### src/rtl/backtrack_engine.sv
// backtrack_engine
//
// Consumer end of the decision_engine handshake in the hardware BCP solver.
// Every decision is pushed onto a chronological decision stack. On a BCP
// conflict the engine undoes decisions chronologically:
//   - already-flipped levels are popped, one per cycle, and reported as unassigned;
//   - the most recent unflipped decision is flipped and driven back to BCP.
// A conflict that finds the stack empty means the formula is UNSAT.
//
// Ports:
//   clock            rising-edge clock
//   reset            synchronous, active-high reset
//   decision_finish  1-cycle strobe: push {var_in, assignment_in}
//   var_in           one-hot decided variable (stored verbatim)
//   assignment_in    decided value
//   conflict         1-cycle strobe: BCP found a conflict, start backtrack
//   var_out          one-hot variable whose value was flipped (held)
//   assignment_out   new (flipped) value for var_out (held)
//   backtrack_finish 1-cycle pulse: backtrack complete (flip done or UNSAT)
//   unassign_valid   1-cycle pulse per popped level
//   unassign_var     one-hot variable being unassigned
//   unsat            sticky: conflict with no unflipped level left
//   overflow         sticky: push attempted while stack full
//   depth            current number of stack entries
`timescale 1ns/1ps

module backtrack_engine #(
  parameter int var_num       = 8,
  parameter int address_width = 3
) (
  input  logic                     clock,
  input  logic                     reset,
  input  logic                     decision_finish,
  input  logic [var_num-1:0]       var_in,
  input  logic                     assignment_in,
  input  logic                     conflict,
  output logic [var_num-1:0]       var_out,
  output logic                     assignment_out,
  output logic                     backtrack_finish,
  output logic                     unassign_valid,
  output logic [var_num-1:0]       unassign_var,
  output logic                     unsat,
  output logic                     overflow,
  output logic [address_width:0]   depth
);

  localparam int stack_depth = 2 ** address_width;

  typedef enum logic [1:0] {
    IDLE  = 2'd0,
    SCAN  = 2'd1,
    UNSAT = 2'd2
  } state_t;

  state_t state, state_next;

  // Stack storage, kept as three parallel arrays (variable, value, flipped bit).
  logic [var_num-1:0] stack_var     [stack_depth];
  logic               stack_value   [stack_depth];
  logic               stack_flipped [stack_depth];

  // A full stack has only the extra MSB of depth set.
  localparam logic [address_width:0] full_depth = {1'b1, {address_width{1'b0}}};

  logic [address_width:0]   depth_m1;
  logic [address_width-1:0] top_idx;
  logic [address_width-1:0] push_idx;
  logic [var_num-1:0]       top_var;
  logic                     top_value;
  logic                     top_flipped;

  assign depth_m1    = depth - 1'b1;
  assign top_idx     = depth_m1[address_width-1:0];
  assign push_idx    = depth[address_width-1:0];
  assign top_var     = stack_var[top_idx];
  assign top_value   = stack_value[top_idx];
  assign top_flipped = stack_flipped[top_idx];

  // The conflict strobe is registered for one cycle before SCAN starts, so the
  // first stack inspection happens two edges after the conflict is sampled.
  logic conflict_pending, conflict_pending_next;

  logic                   push_en, flip_en;
  logic [address_width:0] depth_next;
  logic [var_num-1:0]     var_out_next, unassign_var_next;
  logic                   assignment_out_next, finish_next, unassign_valid_next;
  logic                   unsat_next, overflow_next;

  // Next-state and registered-output logic. Conflict has priority over a
  // simultaneous decision_finish, which is simply dropped.
  always_comb begin
    state_next            = state;
    conflict_pending_next = 1'b0;
    push_en               = 1'b0;
    flip_en               = 1'b0;
    depth_next            = depth;
    var_out_next          = var_out;
    assignment_out_next   = assignment_out;
    finish_next           = 1'b0;
    unassign_valid_next   = 1'b0;
    unassign_var_next     = unassign_var;
    unsat_next            = unsat;
    overflow_next         = overflow;

    unique case (state)
      IDLE: begin
        if (conflict_pending) begin
          state_next = SCAN;
        end else if (conflict) begin
          conflict_pending_next = 1'b1;
        end else if (decision_finish) begin
          if (depth == full_depth) begin
            overflow_next = 1'b1;
          end else begin
            push_en    = 1'b1;
            depth_next = depth + 1'b1;
          end
        end
      end

      SCAN: begin
        if (depth == '0) begin
          unsat_next  = 1'b1;
          finish_next = 1'b1;
          state_next  = UNSAT;
        end else if (top_flipped) begin
          depth_next          = depth_m1;
          unassign_valid_next = 1'b1;
          unassign_var_next   = top_var;
        end else begin
          flip_en             = 1'b1;
          var_out_next        = top_var;
          assignment_out_next = ~top_value;
          finish_next         = 1'b1;
          state_next          = IDLE;
        end
      end

      UNSAT: begin
        state_next = UNSAT;
      end

      default: begin
        state_next = IDLE;
      end
    endcase
  end

  // State and output registers.
  always_ff @(posedge clock) begin
    if (reset) begin
      state            <= IDLE;
      conflict_pending <= 1'b0;
      depth            <= '0;
      var_out          <= '0;
      assignment_out   <= 1'b0;
      backtrack_finish <= 1'b0;
      unassign_valid   <= 1'b0;
      unassign_var     <= '0;
      unsat            <= 1'b0;
      overflow         <= 1'b0;
    end else begin
      state            <= state_next;
      conflict_pending <= conflict_pending_next;
      depth            <= depth_next;
      var_out          <= var_out_next;
      assignment_out   <= assignment_out_next;
      backtrack_finish <= finish_next;
      unassign_valid   <= unassign_valid_next;
      unassign_var     <= unassign_var_next;
      unsat            <= unsat_next;
      overflow         <= overflow_next;
    end
  end

  // Stack contents carry no reset; reset only blocks writes.
  always_ff @(posedge clock) begin
    if (!reset) begin
      if (push_en) begin
        stack_var[push_idx]     <= var_in;
        stack_value[push_idx]   <= assignment_in;
        stack_flipped[push_idx] <= 1'b0;
      end
      if (flip_en) begin
        stack_value[top_idx]   <= ~top_value;
        stack_flipped[top_idx] <= 1'b1;
      end
    end
  end

endmodule
### config.mk
export PLATFORM = sky130hd
export DESIGN_NAME = backtrack_engine
export DESIGN_NICKNAME = d
export VERILOG_FILES = /design/src/rtl/backtrack_engine.sv
export SDC_FILE = /design/constraint.sdc
export NUM_CORES = 1
export LEC_CHECK = 0
export ABC_AREA = 1
export BUFFER_PORTS_ARGS = -buffer_cell sky130_fd_sc_hd__buf_2
export CORE_ASPECT_RATIO = 0.6
export CORE_MARGIN = 2
export CORE_UTILIZATION = 50
export CTS_CLUSTER_SIZE = 40
export DETAILED_ROUTE_END_ITERATION = 12
export HOLD_SLACK_MARGIN = 0.12
export PLACE_DENSITY = 0.75
export SYNTH_ARGS = -nofsm -noshare
export SYNTH_HDL_FRONTEND = slang
export SYNTH_SLANG_ARGS = --single-unit
export TNS_END_PERCENT = 100
### constraint.sdc
create_clock -name clock -period 7.76 [get_ports clock]
set_input_delay 1.552 -clock clock [delete_from_list [all_inputs] [get_ports clock]]
set_output_delay 1.552 -clock clock [all_outputs]
set_load 0.05 [all_outputs]
==> Flow_metrics.wiki, run 1 <==
{| class="wikitable"
! Metric !! Value
|-
| Run status || finished clean
|-
| Vias || between 3000 and 4000
|-
| Half-perimeter wire length after placement || about 7 mm
|-
| Combinational cell fraction of total power || ~37%
|-
| Quantity of I/O buffers inserted on ports || 37
|-
| GRT Overall Usage || 23.0%
|-
| Clock period minus final worst setup slack || 4.19 ns
|-
| Leakage || a little under 0.002 uW
|-
| Number of gates resized after CTS || 0
|-
| Count of nets left with antenna violations after detail routing || 0
|-
| Post-route fraction of the period consumed by the critical path || a little over half
|-
| Maximum number of pins on one net before global-route repair || 49
|-
| Final Slew Violations || 0
|-
| Clock-pin slew on the worst setup and hold paths || 0.07 ns
|-
| Endpoint arrival time on the critical path || approximately 4.3 ns
|-
| Type of origin of the critical path || flop
|-
| Height of the die || a little under 80 um
|-
| Critical Path, Cell by Cell || buf_4 -> inv_2 -> ha_1 -> inv_1 -> nand3_1 -> nand3_1 -> nand2_4 -> nand3_4 -> inv_1 -> o21ai_0 -> nand2_1
|-
| Post-synth EDFFs || 80
|-
| TritonCTS buffer count || 9
|-
| Clock tree from TritonCTS || done
|-
| RSZ-0062 raised after global routing || false
|-
| Die width || around 130 um
|-
| Sequential cell fraction of total power || a little under two fifths
|-
| Top post-synthesis cells by area || edfxtp_1, dfxtp_1, nor2_1
|-
| Final wirelength || about 10 mm
|-
| Net switching power figure || roughly 760 uW
|-
| Max IR drop VDD || 0.000219 V
|-
| Area share of the largest cell type after synthesis || a little over half
|-
| Register area share after synthesis || about two thirds
|-
| Hold Crit Class || reg2reg
|-
| Clk pwr share || 25.4%
|-
| Number of diodes added for antenna fixing || 0
|-
| First-pass iteration count of the detailed router || 5
|-
| Number of warnings issued by yosys || 0
|-
| Kind of cell adding the most delay to the critical path || buffers and inverters
|-
| Req. time, crit path || slightly below 8 ns
|-
| Clock sinks || between 100 and 150
|-
| Cts hold-fix bufs || 0
|-
| GRT Residual Overflow || 0
|-
| Fraction of registers with async set/reset || 0%
|-
| Ratio of cells with drive above 1 in the final layout || 15.4%
|-
| Effective utilization at floorplan || 52.1%
|-
| Clock tree skew after final layout || 0.00560 ns
|-
| Cell taking the most area after synthesis || edfxtp_1
|-
| Count of buffering cells on the critical path with inverters included || 4
|-
| Commonest cells after routing, fill and taps aside || edfxtp_1, nor2_1, nand2_1
|-
| Fmax || 0.239 GHz
|-
| Setup Viol. Count Final || 0
|-
| Via count of the first global-routing pass || 3261
|-
| Measured slew at the worst slew-check pin || about 1.3 ns
|-
| Delay of the slowest critical-path stage || roughly 0.84 ns
|-
| Sum Neg Setup Slack || 0 ns
|-
| Placeable core region || between 8000 and 9000 um2
|-
| Ys flop type || edfxtp_1
|-
| Setup Buffers After CTS || 0
|-
| Floorplan die area || slightly below 10000 um2
|-
| Worst skew pair latency || around 0.35 ns
|-
| Number of synthesized register bits || 108
|-
| Most common cell after layout, fill and taps aside || edfxtp_1
|-
| Clock Root Buffer || clkbuf_16
|-
| Crit Path Class || reg2reg
|-
| Clock Tree Buf Depth || 2
|-
| Final hold violations || 0
|-
| Number of H-tree branching levels || 3
|-
| Iteration-0 DRC Markers || about 460
|-
| Power density over the cells || 369 nW/um2
|-
| Number of top-level pins || 38
|-
| Post-synth design cell area || around 4500 um2
|-
| Global-route wire length before repair || about 17 mm
|-
| Slew margin rel. || 15.8%
|-
| Internal power || 1100 uW
|-
| Max-cap violation count || 0
|-
| Mean instance size in the synthesized netlist || between 10 and 15 um2
|-
| Placement Setup Slack || ~3.7 ns
|-
| Final nets || approximately 470
|-
| Number of design rule violations left after detail routing || 0
|-
| Number of rows in the core area || 26
|-
| Critical Path Sink Type || flop
|-
| Slowest cell on the critical path || ha_1
|-
| Worst-path maximum fanout || 48
|-
| Number of distinct library cell variants in the gate-level netlist after synthesis || 34
|-
| Switching share of power || between 40 and 50%
|-
| Number of antenna violations at the first check in global routing || 0
|-
| Wire length per cell after detailed routing || between 15 and 20 um
|-
| Routed vias/inst || 5.71
|-
| Synth-to-Final Area Change || 12.9%
|-
| Post-Synthesis Net Count || 441
|-
| Post-synthesis cell count || about 430
|-
| Post-route setup slack || ~3.6 ns
|-
| Routability congestion estimate || 0.908
|}
==> cells by family (layout without fill, tap and decap cells) <==
logic type | count (synthesis) | after routing | share of synthesized area [%]
buf+inv | 46 | 83 | 4.14
flops | 108 | 108 | 66.2
xor+xnor | 4 | 4 | 0.951
fa+ha+maj | 3 | 3 | 0.839
simple gates | 171 | 171 | 16.6
mux | 1 | 1 | 0.224
compound gates | 92 | 92 | 11.0
==> routing by layer <==
| metal | vias up | share of wire [%] | GRT usage (%) | wire length [um] |
|---|---|---|---|---|
| li1 | 1540 | - | - | - |
| met1 | 1567 | 46 | 32.3 | 4820 |
| met2 | 147 | 44 | 34.9 | 4620 |
| met3 | 23 | 7.8 | 6.07 | 821 |
| met4 | 0 | 2.1 | 8.02 | 217 |
| met5 | - | 0 | 0 | 0 |
==> flip-flops by register name (all words and copies together) (netlist names) <==
signal / count
stack_var: 64
assignment_out: 1
overflow: 1
backtrack_finish: 1
depth: 4
stack_value: 8
var_out: 8
unassign_var: 8
unassign_valid: 1
unsat: 1
state: 2
conflict_pending: 1
stack_flipped: 8
==> worst register-to-register path, cell delays in order (launching register included) <==
cell     delay (ns)
dfxtp_1        0.32
buf_4          0.42
inv_2          0.43
ha_1           0.85
inv_1          0.52
nand3_1        0.23
nand3_1        0.19
nand2_4        0.18
nand3_4        0.13
inv_1          0.27
o21ai_0        0.18
nand2_1        0.26
==> layout make-up <==
cell class | count | area (um2)
multi-input combinational | 271 | 1330
clock inverter | 7 | 80.1
timing repair buffer | 41 | 215
clock buffer | 9 | 225
inverter | 26 | 97.6
fill | 702 | 3530
tap | 112 | 140
sequential | 108 | 2960
==> through the flow <==
| step | cells | instance area, um2 | power [uW] | util, % | hold slack, ns |
|---|---|---|---|---|---|
| after CTS | 572 | 5030 | 1850 | 58.6 | 0.472 |
| after detailed placement | 556 | 4730 | 1390 | 55.1 | 0.454 |
| after global placement | 556 | 4730 | 1370 | 55.1 | 0.447 |
| after floorplan | 425 | 4480 | 1220 | - | 0.475 |
| final | 574 | 5050 | 1860 | 58.8 | 0.471 |
| after global routing | 574 | 5050 | 1970 | 58.8 | 0.499 |
==> worst paths after layout <==
check	start	end	slack, ns	cells after the start
setup reg to reg	depth[0]$_SDFFE_PP0P_	stack_value[5]$_DFFE_PP_	3.57	11
hold / removal	var_out[3]$_SDFFE_PP0N_	var_out[3]$_SDFFE_PP0N_	0.47	2
hold reg to reg	var_out[3]$_SDFFE_PP0N_	var_out[3]$_SDFFE_PP0N_	0.47	2
setup / recovery	depth[0]$_SDFFE_PP0P_	stack_value[5]$_DFFE_PP_	3.57	11
==> power by group through the flow <==
stage	clock network, uW	logic [uW]	registers, uW
floorplan	0	426	790
global placement	0	663	705
detailed placement	0	679	707
CTS	476	684	695
global route	496	770	701
finish	473	695	696
==> synthesized netlist by cell type, drive strengths merged (3+ instances only) <==
cell / number
nand3: 16
xor2: 3
edfxtp: 80
a21oi: 21
inv: 25
ha: 3
buf: 5
clkbuf: 15
o22ai: 14
nand2: 66
dfxtp: 28
nor3: 8
nand4: 6
nor2: 73
o21ai: 52
Note: power is estimated with default switching activity, not from simulation.
==> inputs of run 2 (changes only) <==
Clock period 7.76 ns to 4.1 ns, I/O delays scaled along.
==> Flow_metrics.wiki, run 2 (same netlist as run 1, synthesis figures left out) <==
{| class="wikitable"
! Metric !! Value
|-
| Placeable core region || 8590 um2 (unchanged)
|-
| Worst skew pair latency || 0.35 ns (about the same)
|-
| Fmax || 0.335 GHz (+40%)
|-
| Final Slew Violations || 0 (unchanged)
|-
| Number of H-tree branching levels || 3 (unchanged)
|-
| Number of gates resized after CTS || 0 (unchanged)
|-
| Clock tree from TritonCTS || done
|-
| Number of antenna violations at the first check in global routing || 0 (unchanged)
|-
| Run status || finished clean
|-
| Power density over the cells || 693 nW/um2 (+88%)
|-
| Final wirelength || 9.91 mm (-5.3%)
|-
| Req. time, crit path || 4.36 ns (-3.56 ns)
|-
| Internal reg-to-reg setup slack || 1.12 ns (-2.46 ns)
|-
| Number of rows in the core area || 26 (unchanged)
|-
| Floorplan die area || 9750 um2 (unchanged)
|-
| Hold Crit Class || reg2reg
|-
| Slew margin rel. || 26.7% (+11 points)
|-
| Register containing the most flip-flops in the final layout || stack_var
|-
| RSZ-0062 raised after global routing || false
|-
| First-pass iteration count of the detailed router || 5 (unchanged)
|-
| Count of nets left with antenna violations after detail routing || 0 (unchanged)
|-
| Worst reg2reg endpoint || var_out[4]$_SDFFE_PP0N_
|-
| Global-route wire length before repair || 16.4 mm (-2.7%)
|-
| Number of top-level pins || 38 (unchanged)
|-
| Cell count of the worst reg-to-reg path || 8 (-3)
|-
| Leakage || 0.00198 uW (+2.0%)
|-
| Vias || 3189 (-2.7%)
|-
| Setup Buffers After CTS || 0 (unchanged)
|-
| Worst-path maximum fanout || 46 (-4.2%)
|-
| Number of diodes added for antenna fixing || 0 (unchanged)
|-
| Quantity of I/O buffers inserted on ports || 37 (unchanged)
|-
| Ratio of cells with drive above 1 in the final layout || 16.4% (+1.0 points)
|-
| Routability congestion estimate || 0.945 (+4.1%)
|-
| Setup Viol. Count Final || 0 (unchanged)
|-
| GRT Residual Overflow || 0 (unchanged)
|-
| Final hold violations || 0 (unchanged)
|-
| Half-perimeter wire length after placement || 6.38 mm (-8.1%)
|-
| Critical Path Sink Type || flop
|-
| Max IR drop VDD || 0.000394 V (+80%)
|-
| Area occupied by registers || 2960 um2 (unchanged)
|-
| Cts hold-fix bufs || 0 (unchanged)
|-
| Clock Root Buffer || clkbuf_16
|-
| Effective utilization at floorplan || 52.1% (unchanged)
|-
| Sum Neg Setup Slack || 0 ns (unchanged)
|-
| Commonest cells after routing, fill and taps aside || edfxtp_1, nor2_1, nand2_1
|-
| Clock period minus final worst setup slack || 2.98 ns (-1.20 ns)
|-
| Crit Path Class || reg2reg
|-
| Clock-pin slew on the worst setup and hold paths || 0.07 ns (about the same)
|-
| Synth-to-Final Area Change || 14.0%
|-
| Number of flip-flops in the largest register || 64 (unchanged)
|-
| Measured slew at the worst slew-check pin || 1.09 ns (-0.159 ns)
|-
| TritonCTS buffer count || 9 (unchanged)
|-
| Overall Power || 3540 uW (+90%)
|-
| Endpoint arrival time on the critical path || 3.25 ns (-1.09 ns)
|-
| Clock Tree Buf Depth || 2 (unchanged)
|-
| Die width || 126 um (unchanged)
|-
| Final nets || 480 (+1.5%)
|-
| Clock tree skew after final layout || 0.00684 ns (+0.00124 ns)
|-
| GRT Overall Usage || 22.2% (-0.82 points)
|-
| Maximum number of pins on one net before global-route repair || 48 (-2.0%)
|-
| Routed vias/inst || 5.49 (-3.9%)
|-
| Via count of the first global-routing pass || 3153 (-3.3%)
|-
| Critical register-to-register path startpoint || depth[0]$_SDFFE_PP0P_
|-
| Hold Crit Start || unsat$_SDFFE_PP0P_
|-
| Number of design rule violations left after detail routing || 0 (unchanged)
|-
| Iteration-0 DRC Markers || 467 (+1.1%)
|-
| Post-route fraction of the period consumed by the critical path || 72.8% (+19 points)
|-
| Max-cap violation count || 0 (unchanged)
|-
| Type of origin of the critical path || flop
|-
| Wire length per cell after detailed routing || 17.1 um (-6.5%)
|-
| Fillers || 700 (-0.28%)
|-
| Number of cells on the worst hold path || 2 (unchanged)
|-
| End point of the most critical hold path || unsat$_SDFFE_PP0P_
|-
| Area of combinational cells with multiple inputs || 1330 um2 (-0.38%)
|-
| Clock sinks || 108 (unchanged)
|-
| Height of the die || 77.3 um (unchanged)
|-
| Most common cell after layout, fill and taps aside || edfxtp_1
|}
==> run 2: how the worst max path moves through the flow <==
stage	from	endpoint	cells past startpoint
after global placement	reset	stack_value[5]$_DFFE_PP_	6
after floorplan	depth[0]$_SDFFE_PP0P_	stack_var[4][0]$_DFFE_PP_	9
final	depth[0]$_SDFFE_PP0P_	var_out[4]$_SDFFE_PP0N_	8
after detailed placement	depth[1]$_SDFFE_PP0P_	stack_value[1]$_DFFE_PP_	11
after global routing	depth[1]$_SDFFE_PP0P_	stack_value[6]$_DFFE_PP_	11
after CTS	depth[1]$_SDFFE_PP0P_	stack_value[6]$_DFFE_PP_	11
==> run 2: area by class of cell <==
type	count	share of cell area (%)
clock inverters	6	1.35
repair buffers	48	5.25
well taps	112	2.75
multi-input cells	271	26.0
clock buffers	10	4.68
inverters	26	1.91
flip-flops and latches	108	58.1
==> run 2: layer usage <==
metal  share of wire, %  GRT usage (%)  wire length [um]
met5                  0              0                 0
met4               0.88           6.59                87
met3                8.7           7.19               866
met2                 47           34.2              4650
met1                 44           30.3              4310
==> run 2: worst max-delay path, cell delays in order, from the launching register on <==
cell and delay (ns):
dfxtp_1 0.32, inv_2 0.06, buf_4 0.40, ha_1 0.31
xor2_2 0.47, nand3_2 0.21, a21oi_1 0.81, o21ai_1 0.11
a21oi_1 0.20
==> run 2: power breakdown <==
part | internal (uW) | switching [uW]
clock network | 496 | 389
logic | 361 | 981
registers | 1260 | 55.6
total | 2110 | 1430
==> run 2: per-stage QoR <==
stage | hold slack [ns] | cell area [um2] | setup slack [ns] | std cells | utilization (%)
final | 0.474 | 5100 | 1.12 | 581 | 59.4
after global routing | 0.512 | 5100 | 0.824 | 581 | 59.4
after CTS | 0.473 | 5100 | 1.14 | 581 | 59.4
after detailed placement | 0.459 | 4800 | 1.18 | 565 | 55.8
after global placement | 0.448 | 4800 | 1.32 | 565 | 55.8
after floorplan | 0.475 | 4480 | 1.21 | 425 | -
==> inputs of run 3 (changes only) <==
Clock period 4.1 ns to 2.9 ns, I/O delays scaled along.
==> Flow_metrics.wiki, run 3 (same netlist as run 1, synthesis figures left out) <==
{| class="wikitable"
! Metric !! Value
|-
| Number of antenna violations at the first check in global routing || 0 (unchanged)
|-
| Number of gates resized after CTS || 0 (unchanged)
|-
| Power density over the cells || 962 nW/um2 (+39%)
|-
| GRT Overall Usage || 22.0% (-0.16 points)
|-
| Routed vias/inst || 5.55 (+1.1%)
|-
| Final nets || 488 (+1.7%)
|-
| Via count of the first global-routing pass || 3168 (+0.48%)
|-
| Floorplan die area || 9750 um2 (unchanged)
|-
| Endpoint arrival time on the critical path || 2.54 ns (-0.71 ns)
|-
| Setup Viol. Count Final || 0 (unchanged)
|-
| Type of origin of the critical path || flop
|-
| Wire length per cell after detailed routing || 17.1 um (about the same)
|-
| Clock sinks || 108 (unchanged)
|-
| RSZ-0062 raised after global routing || false
|-
| Most common cell after layout, fill and taps aside || edfxtp_1
|-
| Critical Path Sink Type || flop
|-
| Req. time, crit path || 3.06 ns (-1.30 ns)
|-
| Leakage || 0.00201 uW (+1.4%)
|-
| Clock tree from TritonCTS || done
|-
| Global-route wire length before repair || 16.5 mm (+0.46%)
|-
| Vias || 3269 (+2.5%)
|-
| Half-perimeter wire length after placement || 6.67 mm (+4.7%)
|-
| Hold Crit Class || reg2reg
|-
| Number of H-tree branching levels || 3 (unchanged)
|-
| Slew margin rel. || 69.0% (+42 points)
|-
| Post-route fraction of the period consumed by the critical path || 82.1% (+9.3 points)
|-
| Max IR drop VDD || 0.000465 V (+18%)
|-
| Setup Buffers After CTS || 0 (unchanged)
|-
| Quantity of I/O buffers inserted on ports || 37 (unchanged)
|-
| Overall Power || 4940 uW (+39%)
|-
| Clock-pin slew on the worst setup and hold paths || 0.07 ns (about the same)
|-
| Number of design rule violations left after detail routing || 0 (unchanged)
|-
| Clock Root Buffer || clkbuf_16
|-
| TritonCTS buffer count || 9 (unchanged)
|-
| Iteration-0 DRC Markers || 305 (-35%)
|-
| Register containing the most flip-flops in the final layout || stack_var
|-
| Max-cap violation count || 0 (unchanged)
|-
| Sum Neg Setup Slack || 0 ns (unchanged)
|-
| Synth-to-Final Area Change || 14.7%
|-
| Final hold violations || 0 (unchanged)
|-
| Fillers || 728 (+4.0%)
|-
| Clock tree skew after final layout || 0.00540 ns (-0.00144 ns)
|-
| Final Slew Violations || 0 (unchanged)
|-
| Utilization after layout || 59.8% (+0.34 points)
|-
| Die width || 126 um (unchanged)
|-
| Cts hold-fix bufs || 0 (unchanged)
|-
| Count of nets left with antenna violations after detail routing || 0 (unchanged)
|-
| Ratio of cells with drive above 1 in the final layout || 17.4% (+0.98 points)
|-
| Final wirelength || 10.0 mm (+1.3%)
|-
| Number of flip-flops in the largest register || 64 (unchanged)
|-
| Measured slew at the worst slew-check pin || 0.464 ns (-0.630 ns)
|-
| Fmax || 0.420 GHz (+25%)
|-
| GRT Residual Overflow || 0 (unchanged)
|-
| First-pass iteration count of the detailed router || 4 (-1)
|-
| Number of top-level pins || 38 (unchanged)
|-
| Clock period minus final worst setup slack || 2.38 ns (-0.605 ns)
|-
| Number of rows in the core area || 26 (unchanged)
|-
| Worst-path maximum fanout || 9 (-80%)
|-
| Routability congestion estimate || 0.940 (-0.59%)
|-
| Crit Path Class || reg2reg
|-
| Maximum number of pins on one net before global-route repair || 48 (unchanged)
|-
| Run status || finished clean
|-
| Effective utilization at floorplan || 52.1% (unchanged)
|-
| Commonest cells after routing, fill and taps aside || edfxtp_1, nor2_1, nand2_1
|-
| Number of diodes added for antenna fixing || 0 (unchanged)
|-
| Height of the die || 77.3 um (unchanged)
|-
| Worst skew pair latency || 0.34 ns (about the same)
|-
| Clock Tree Buf Depth || 2 (unchanged)
|-
| Placeable core region || 8590 um2 (unchanged)
|}
-- run 3: layout make-up --
class,instances,area [um2],share of cell area (%)
inverters,26,97.6,1.90
clock inverters,4,30.0,0.585
flip-flops and latches,108,2960,57.7
repair buffers,56,328,6.39
clock buffers,12,246,4.80
multi-input cells,271,1330,25.9
well taps,112,140,2.73
-- run 3: report_power, final --
| part | internal (uW) | switching (uW) | total [uW] |
|---|---|---|---|
| clock | 614 | 533 | 1150 |
| sequential | 1780 | 58.5 | 1830 |
| combinational | 559 | 1400 | 1960 |
-- run 3: metrics by stage --
step | hold slack [ns] | instance area, um2 | worst slack, ns | instances
3_5_place_dp | 0.454 | 4860 | 0.534 | 573
2_1_floorplan | 0.475 | 4480 | 0.0110 | 425
5_1_grt | 0.489 | 5130 | 0.270 | 589
3_3_place_gp | 0.446 | 4860 | 0.693 | 573
6_report | 0.463 | 5130 | 0.520 | 589
4_1_cts | 0.465 | 5130 | 0.499 | 589
-- run 3: path summary, 6_finish.rpt --
path / from / endpoint / cells after the start / slack, ns
min reg2reg: unassign_var[5]$_SDFFE_PP0N_ / unassign_var[5]$_SDFFE_PP0N_ / 2 / 0.46
max: depth[1]$_SDFFE_PP0P_ / stack_value[1]$_DFFE_PP_ / 10 / 0.52
min: unassign_var[5]$_SDFFE_PP0N_ / unassign_var[5]$_SDFFE_PP0N_ / 2 / 0.46
max reg2reg: depth[1]$_SDFFE_PP0P_ / stack_value[1]$_DFFE_PP_ / 10 / 0.52
-- run 3: routing by layer --
metal / share of wire [%] / GRT usage [%] / vias up
met5: 0 / 0 / -
li1: - / - / 1567
met2: 47 / 34.7 / 127
met3: 8.5 / 4.95 / 8
met4: 0.48 / 6.37 / 0
met1: 44 / 30.9 / 1567
-- run 3: critical path: stages, from the launching register on --
cell,delay (ns)
dfxtp_1,0.31
inv_1,0.18
ha_1,0.30
buf_4,0.18
nand3_1,0.10
nand3_1,0.18
nand2_4,0.17
nand3_4,0.13
inv_1,0.24
o21ai_0,0.18
nand2_1,0.23
